### src/rtl/reed_conditioner_pkg.sv
// Shared trip-computer constants: clock rate and the default timing of the
// wheel reed-switch conditioner, so the distance and speed blocks agree.
package reed_conditioner_pkg;

    // System tick rate in Hz; the cycle-count defaults below are sized for it.
    localparam int CLOCK_HZ = 1000;

    // Default debounce length, lockout after a revolution, and stopped timeout (4 s).
    localparam int DEF_DEBOUNCE_CYCLES = 5;
    localparam int DEF_LOCKOUT_CYCLES  = 60;
    localparam int DEF_STOP_CYCLES     = 4 * CLOCK_HZ;

    // Period counter width; 2^13-1 = 8191 comfortably covers the stop timeout.
    localparam int DEF_PERIOD_W        = 13;

    // Bits needed for a down/up counter that must hold values 0..max_val.
    function automatic int cnt_width(input int max_val);
        return (max_val < 1) ? 1 : $clog2(max_val + 1);
    endfunction

endpackage

### src/rtl/reed_debounce.sv
// Two-flop synchroniser followed by a run-length debounce filter for the raw
// reed switch. The filtered level only changes after DEBOUNCE_CYCLES
// consecutive synchronised samples disagree with it.
module reed_debounce
    import reed_conditioner_pkg::*;
#(
    parameter int DEBOUNCE_CYCLES = DEF_DEBOUNCE_CYCLES
) (
    input  logic clock,
    input  logic reset,
    input  logic in_raw,
    output logic level
);

    localparam int              CNT_W    = cnt_width(DEBOUNCE_CYCLES - 1);
    localparam logic [CNT_W-1:0] CNT_LAST = CNT_W'(DEBOUNCE_CYCLES - 1);

    logic             s1_q, s1_d;
    logic             s2_q, s2_d;
    logic             level_q, level_d;
    logic [CNT_W-1:0] cnt_q, cnt_d;

    // Next-state: shift the synchroniser, count disagreeing samples, and flip
    // the filtered level once the disagreement has lasted long enough.
    always_comb begin
        s1_d    = in_raw;
        s2_d    = s1_q;
        level_d = level_q;
        cnt_d   = cnt_q;
        if (s2_q == level_q) begin
            cnt_d = '0;
        end else if (cnt_q == CNT_LAST) begin
            level_d = s2_q;
            cnt_d   = '0;
        end else begin
            cnt_d = cnt_q + 1'b1;
        end
    end

    // State registers; reset forces the filter back to "magnet absent".
    always_ff @(posedge clock) begin
        if (reset) begin
            s1_q    <= 1'b0;
            s2_q    <= 1'b0;
            level_q <= 1'b0;
            cnt_q   <= '0;
        end else begin
            s1_q    <= s1_d;
            s2_q    <= s2_d;
            level_q <= level_d;
            cnt_q   <= cnt_d;
        end
    end

    assign level = level_q;

endmodule

### src/rtl/reed_conditioner.sv
// Wheel reed-switch conditioner: debounced level -> rising-edge one-shot with
// a minimum-period lockout, plus wheel period measurement and stopped flag.
// reed_pulse feeds the distance accumulator, one cycle per wheel turn.
module reed_conditioner
    import reed_conditioner_pkg::*;
#(
    parameter int DEBOUNCE_CYCLES = DEF_DEBOUNCE_CYCLES,
    parameter int LOCKOUT_CYCLES  = DEF_LOCKOUT_CYCLES,
    parameter int STOP_CYCLES     = DEF_STOP_CYCLES,
    parameter int PERIOD_W        = DEF_PERIOD_W
) (
    input  logic                clock,
    input  logic                reset,
    input  logic                reed_raw,
    output logic                reed_pulse,
    output logic [PERIOD_W-1:0] period,
    output logic                period_valid,
    output logic                stopped
);

    localparam int                  LOCK_W    = cnt_width(LOCKOUT_CYCLES - 1);
    localparam logic [LOCK_W-1:0]   LOCK_INIT = LOCK_W'(LOCKOUT_CYCLES - 1);
    localparam logic [PERIOD_W-1:0] PC_MAX    = '1;
    localparam logic [PERIOD_W-1:0] PC_ONE    = PERIOD_W'(1);
    localparam logic [PERIOD_W-1:0] STOP_VAL  = PERIOD_W'(STOP_CYCLES);

    logic                level;
    logic                level_q, level_d;
    logic                level_prev_q, level_prev_d;
    logic [LOCK_W-1:0]   lockout_q, lockout_d;
    logic [PERIOD_W-1:0] pc_q, pc_d;
    logic [PERIOD_W-1:0] pc_inc;
    logic                reed_pulse_q, reed_pulse_d;
    logic [PERIOD_W-1:0] period_q, period_d;
    logic                period_valid_q, period_valid_d;
    logic                stopped_q, stopped_d;
    logic                rise;
    logic                accept;

    reed_debounce #(
        .DEBOUNCE_CYCLES (DEBOUNCE_CYCLES)
    ) u_debounce (
        .clock  (clock),
        .reset  (reset),
        .in_raw (reed_raw),
        .level  (level)
    );

    // Next-state: retime the filtered level, detect accepted rising edges,
    // run the lockout and period counters, and update the measured period.
    // The extra level_q stage keeps edge detection on a local register rather
    // than directly on the sub-module output.
    always_comb begin
        level_d      = level;
        level_prev_d = level_q;
        rise         = level_q & ~level_prev_q;
        accept       = rise & (lockout_q == '0);

        lockout_d = lockout_q;
        if (accept) begin
            lockout_d = LOCK_INIT;
        end else if (lockout_q != '0) begin
            lockout_d = lockout_q - 1'b1;
        end

        pc_inc = (pc_q == PC_MAX) ? pc_q : pc_q + 1'b1;
        pc_d   = accept ? PC_ONE : pc_inc;

        stopped_d = stopped_q;
        if (accept) begin
            stopped_d = 1'b0;
        end else if (pc_inc >= STOP_VAL) begin
            stopped_d = 1'b1;
        end

        reed_pulse_d   = accept;
        period_valid_d = accept & ~stopped_q;
        period_d       = period_valid_d ? pc_q : period_q;
    end

    // State registers; reset discards any pending edge, lockout or period and
    // reports the wheel as stopped until a fresh reference pulse arrives.
    always_ff @(posedge clock) begin
        if (reset) begin
            level_q        <= 1'b0;
            level_prev_q   <= 1'b0;
            lockout_q      <= '0;
            pc_q           <= '0;
            reed_pulse_q   <= 1'b0;
            period_q       <= '0;
            period_valid_q <= 1'b0;
            stopped_q      <= 1'b1;
        end else begin
            level_q        <= level_d;
            level_prev_q   <= level_prev_d;
            lockout_q      <= lockout_d;
            pc_q           <= pc_d;
            reed_pulse_q   <= reed_pulse_d;
            period_q       <= period_d;
            period_valid_q <= period_valid_d;
            stopped_q      <= stopped_d;
        end
    end

    assign reed_pulse   = reed_pulse_q;
    assign period       = period_q;
    assign period_valid = period_valid_q;
    assign stopped      = stopped_q;

endmodule

### config.mk
export PLATFORM = sky130hd
export DESIGN_NAME = reed_conditioner
export DESIGN_NICKNAME = d
export VERILOG_FILES = /design/src/rtl/reed_conditioner_pkg.sv /design/src/rtl/reed_debounce.sv /design/src/rtl/reed_conditioner.sv
export SDC_FILE = /design/constraint.sdc
export NUM_CORES = 1
export LEC_CHECK = 0
export BUFFER_PORTS_ARGS = -buffer_cell sky130_fd_sc_hd__buf_2
export CAP_MARGIN = 20
export CORE_ASPECT_RATIO = 1.1
export CORE_UTILIZATION = 32
export DETAILED_ROUTE_END_ITERATION = 8
export RECOVER_POWER = 25
export SLEW_MARGIN = 25
export SYNTH_ARGS = -nofsm -noshare
export SYNTH_HDL_FRONTEND = slang
export SYNTH_HIERARCHICAL = 1
export SYNTH_SLANG_ARGS = --single-unit
### constraint.sdc
create_clock -name clock -period 1.7 [get_ports clock]
set_input_delay 0.17 -clock clock [delete_from_list [all_inputs] [get_ports clock]]
set_output_delay 0.17 -clock clock [all_outputs]
set_load 0.01 [all_outputs]
==> results of run 1 <==
-- registers in the layout (all words and copies together) (netlist names), 3 cells and up --
name and cells:
u_debounce/cnt_q 3, lockout_q 6, period 13, pc_q 13
-- cell usage after synthesis (2+ instances only) --
cell type	n	share of area, %
a21oi_1	8	2.1
xor2_1	4	1.9
xnor2_1	6	2.8
mux2i_1	16	8.5
nand4_1	4	1.3
ha_1	5	3.3
dfxtp_1	43	46
a211oi_1	5	2.0
a311oi_1	2	0.93
a31oi_1	3	1.0
nand2b_1	2	0.67
o31ai_1	2	0.80
nor2_1	27	5.4
nor2b_1	5	1.7
and4_1	2	0.93
nand3_1	6	1.6
and3_1	4	1.3
inv_1	8	1.6
clkbuf_1	6	1.2
nand2_1	7	1.4
a2111oi_1	2	1.1
nor3_1	2	0.53
nand4b_1	2	0.93
o21ai_0	2	0.53
buf_6	2	1.2
-- metrics by stage --
step | total power [W] | worst slack, ns
global placement | 0.00168 | 0.0707
floorplan | 0.00154 | -0.0195
finish | 0.00260 | 0.0678
CTS | 0.00254 | 0.0365
global route | 0.00274 | -0.0369
detailed placement | 0.00168 | 0.0597
-- critical path, stage by stage, from the launching register on --
cell      delay, ns
dfxtp_2        0.34
inv_2          0.07
ha_4           0.13
nor3b_4        0.20
nand3_2        0.14
buf_4          0.16
buf_4          0.14
nand2b_1       0.11
buf_4          0.16
a211oi_1       0.05
-- power by group --
group | switching, W | internal (W)
clock network | 0.000374 | 0.000484
registers | 0.0000773 | 0.00108
logic | 0.000279 | 0.000297
-- kinds of logic (layout without fill, tap and decap cells) --
kind of cell    after synthesis  after routing  share of synthesized area (%)
compound gates               32             32                           12.6
xor+xnor                     10             10                           4.67
fa+ha+maj                     5              5                           3.34
buf+inv                      17             59                           4.41
flops                        43             43                           45.9
mux                          17             17                           9.15
simple gates                 70             70                           19.9
-- per-layer routing --
layer	GRT usage (%)	part of all wire, %	vias up
li1	-	-	775
met1	18.6	49	717
met2	21.6	46	27
met3	2.91	3.4	6
met4	5.09	1.6	0
met5	0	0	-
-- path summary, 6_finish.rpt --
| check | endpoint | cells past startpoint | slack, ns | from |
|---|---|---|---|---|
| worst min register to register | u_debounce/s2_q | 1 | 0.45 | u_debounce/s1_q |
| worst max-delay path | pc_q[4] | 9 | 0.07 | lockout_q[1] |
| worst min-delay path | u_debounce/s1_q | 2 | 0.08 | reed_raw |
| worst max register to register | pc_q[4] | 9 | 0.07 | lockout_q[1] |
-- area by class of cell --
cell class	instances	area, um^2
fillers	533	3070
multi-input cells	134	995
repair buffers	43	315
flip-flops and latches	43	872
well taps	75	93.8
clock buffers	6	82.6
inverters	8	32.5
clock inverters	2	38.8
-- repair_timing --
item                                    4_1_cts  5_1_grt
endpoints found under the hold margin         0        0
endpoints found under the setup margin        0       27
buffers inserted                              0        5
hold buffers                                  0        0
gates resized for setup                       0       15
==> out/metrics.cfg, run 1 <==
[critical_path]
critPathCaptureType=flip-flop
path_class=flip-flop to flip-flop
arrival_ns=1.81
setup.worst_path.start_class=flip-flop
required_ns=1.88
cp_max_fo=5

[synthesis]
syn_inst=194
yosys.cell_types.count=44
ys_ff_latch=43
synthFlopType=dfxtp_1
synthArstFlopShare_pct=0
syn-mean-instance-area_um2=9.66
syn-cell-area_um2=1870
synthesis.nets=202
synth_enable_flop_cells=0
synth_warnings=6
yosysSeqAreaShare_pct=45.9

[detailed_routing]
ant_nets=0
wirelength_um=3960
drc_errors=0
vias_per_cell=4.90
post_drt_wl_per_cell_um=12.7
routed-via-count=1525
first_pass_iters=6
drt_iter0_drc=48

[layout]
final_area_um2=2430
fin_cells=311
final_common_cell=dfxtp_1
drive_above_1_share_pct=28.4
fin_util_pct=44.2
n_antenna_cell=0
fin_nets=243
most-common-layout-cells=dfxtp_1, nor2_1, buf_4
syn2layout_area_growth_pct=29.6

[floorplan]
fp-row-count=28
coreArea_um2=5500
start_util_pct=34.1
die_area_um2=6170
io_pins=19
die-width_um=75.0
chipHeight_um=82.3

[timing]
fmaxAchievable_mhz=613
drv_slew=0
min_period_ns=1.63
fin_skew_ns=0.0129
fin_setup_tns_ns=0
slew-limit-headroom_pct=77.2
period_share_pct=96.0
rsz0062_at_grt=true
worst_slew_pin_slew_ns=0.339
hold_viol=0
finalSetupViolations=0
holdWs_ns=0.0808

[place]
io_buffers=18
place_congestion=0.841
dp_hpwl_um=2690
placedCellCount=297
place_area_um2=2220

[run]
drv_cap=0

[clock_network]
cts-root-buf=clkbuf_8
cts_tree=built
worstSkewPairLatency_ns=0.30
cts_made_buffers=5
clockBufferDepth=2
cts.clk_slew.worst_paths_ns=0.10
h-tree-depth=2
clock-sinks=43

[power]
pwr_density_cell_nw_per_um2=1070
peakVddDrop_uv=562
p_leak_nw=0.922

[global_route]
grt_max_degree=31
grt_pass1_wl_um=6510
grt.overflow.total=0
grt_use_total_pct=13.8
grt_pass1_vias=1349
antenna_found_initial=0

[hold_path]
min_path_type=input pin to flip-flop

[status]
status=finished clean

Power figures use the tool's default switching activity.
==> run 2, diff against run 1 <==
--- a/config.mk
+++ b/config.mk
@@ -7,9 +7,12 @@
 export LEC_CHECK = 0
 export BUFFER_PORTS_ARGS = -buffer_cell sky130_fd_sc_hd__buf_2
 export CAP_MARGIN = 20
+export CELL_PAD_IN_SITES_DETAIL_PLACEMENT = 1
+export CELL_PAD_IN_SITES_GLOBAL_PLACEMENT = 1
 export CORE_ASPECT_RATIO = 1.1
 export CORE_UTILIZATION = 32
 export DETAILED_ROUTE_END_ITERATION = 8
+export PLACE_DENSITY_LB_ADDON = 0.1
 export RECOVER_POWER = 25
 export SLEW_MARGIN = 25
 export SYNTH_ARGS = -nofsm -noshare
==> run 2 against run 1 <==
  * Clock power increased by 9.4%
  * Register-to-register slack worse by 0.03 ns
  * Clock-buffer cell count is the same
  * Die area stayed put
  * Critical path type unchanged
==> out/metrics.cfg, run 2 (synthesis results as in run 1) <==
[clock_network]
cts_tree=built  ; unchanged
cts_made_buffers=5  ; unchanged
cts-root-buf=clkbuf_8  ; unchanged
cts.clk_slew.worst_paths_ns=0.09  ; was 0.10 ns
clock-sinks=43  ; unchanged
clockBufferDepth=2  ; unchanged
h-tree-depth=2  ; unchanged
worstSkewPairLatency_ns=0.30  ; about the same
holdBufCountCts=0  ; unchanged

[run]
drv_cap=0  ; unchanged

[floorplan]
io_pins=19  ; unchanged
die-width_um=75.0  ; unchanged
chipHeight_um=82.3  ; unchanged
die_area_um2=6170  ; unchanged
coreArea_um2=5500  ; unchanged
start_util_pct=34.1  ; unchanged
fp-row-count=28  ; unchanged

[timing]
slew-limit-headroom_pct=74.2  ; was 77.2%
drv_slew=0  ; unchanged
rsz0062_at_grt=true  ; unchanged
fin_skew_ns=0.00809  ; was 0.0129 ns
fin_setup_tns_ns=0  ; unchanged
setup_ws_ns=0.0335  ; was 0.0678 ns
period_share_pct=98.0  ; was 96.0%
fmaxAchievable_mhz=600  ; was 613 MHz
finalSetupViolations=0  ; unchanged
worst_slew_pin_slew_ns=0.387  ; was 0.339 ns
min_period_ns=1.67  ; was 1.63 ns
hold_viol=0  ; unchanged

[layout]
syn2layout_area_growth_pct=32.4  ; was 29.6%
final_common_cell=dfxtp_1  ; unchanged
drive_above_1_share_pct=33.5  ; was 28.4%
most-common-layout-cells=dfxtp_1, nor2_1, buf_4  ; unchanged
nFillCells=659  ; was 533
final_area_um2=2480  ; was 2430 um^2
fin_nets=246  ; was 243
n_antenna_cell=0  ; unchanged

[critical_path]
critPathCaptureType=flip-flop  ; unchanged
arrival_ns=1.87  ; was 1.81 ns
setup.worst_path.start_class=flip-flop  ; unchanged
path_class=flip-flop to flip-flop  ; unchanged
cp_max_fo=7  ; was 5
required_ns=1.91  ; was 1.88 ns

[power]
pwr_density_cell_nw_per_um2=1100  ; was 1070 nW/um^2
p_leak_nw=0.964  ; was 0.922 nW
peakVddDrop_uv=525  ; was 562 uV

[place]
place_area_um2=2220  ; about the same
io_buffers=18  ; unchanged
dp_hpwl_um=3420  ; was 2690 um
place_congestion=0.816  ; was 0.841
pre_cts_ws_ns=0.00372  ; was 0.0597 ns

[global_route]
grt_pass1_vias=1641  ; was 1349
antenna_found_initial=0  ; unchanged
grt.overflow.total=0  ; unchanged
grt_pass1_wl_um=7870  ; was 6510 um
grt_max_degree=16  ; was 31
grt_use_total_pct=17.3  ; was 13.8%

[detailed_routing]
ant_nets=0  ; unchanged
vias_per_cell=5.03  ; was 4.90
wirelength_um=4870  ; was 3960 um
routed-via-count=1579  ; was 1525
drt_iter0_drc=76  ; was 48
post_drt_wl_per_cell_um=15.5  ; was 12.7 um
first_pass_iters=4  ; was 6
drc_errors=0  ; unchanged

[status]
status=finished clean  ; unchanged

[hold_path]
min_path_type=input pin to flip-flop  ; unchanged

[run 2: worst max-delay path, stage by stage, from the launching register on]
cell and delay (ns):
dfxtp_2 0.36, ha_4 0.14, buf_6 0.12, and4_1 0.21, nand2_2 0.07, mux2i_2 0.16, a2111o_1 0.31, o31ai_2 0.20
[run 2: power by group]
part | switching [W] | internal (W) | leakage, nW | total (W)
sequential | 0.0000838 | 0.00108 | 0.351 | 0.00117
combinational | 0.000312 | 0.000321 | 0.548 | 0.000632
clock | 0.000351 | 0.000587 | 0.0654 | 0.000939
[run 2: metrics by stage]
stage          power [W]  hold WS, ns  util [%]  cells
2_1_floorplan    0.00154        0.239         -    194
3_3_place_gp     0.00168        0.394      40.4    299
3_5_place_dp     0.00171        0.389      40.4    299
4_1_cts          0.00266       0.0766      42.9    308
5_1_grt          0.00292       0.0824      45.1    314
6_report         0.00274       0.0819      45.1    314
[run 2: worst paths after layout]
check,depth (start not counted),start,end,slack [ns]
hold reg to reg,1,u_debounce/s1_q,u_debounce/s2_q,0.45
setup / recovery,7,pc_q[1],stopped,0.03
hold / removal,2,reed_raw,u_debounce/s1_q,0.08
setup reg to reg,7,pc_q[1],stopped,0.03
[run 2: cell type report]
cell class	count	area [um^2]	area share (%)
multi-input combinational	134	1020	41.0
sequential	43	870	35.0
timing repair buffer	46	338	13.6
tap	75	93.8	3.78
clock buffer	6	72.6	2.92
clock inverter	2	60.1	2.42
inverter	8	30.0	1.21
[run 2: routing by layer]
layer | GRT usage (%) | up-vias | part of all wire (%)
li1 | - | 777 | -
met1 | 19.6 | 774 | 42
met2 | 31.5 | 21 | 54
met3 | 3.28 | 7 | 2.7
met4 | 6.79 | 0 | 1.6
met5 | 0 | - | 0
[run 2: repair_timing]
item	4_1_cts	5_1_grt
pin swaps	1	4
cloned	0	1
setup endpoints to repair	4	22
resized for setup	1	19
setup buffers	1	5
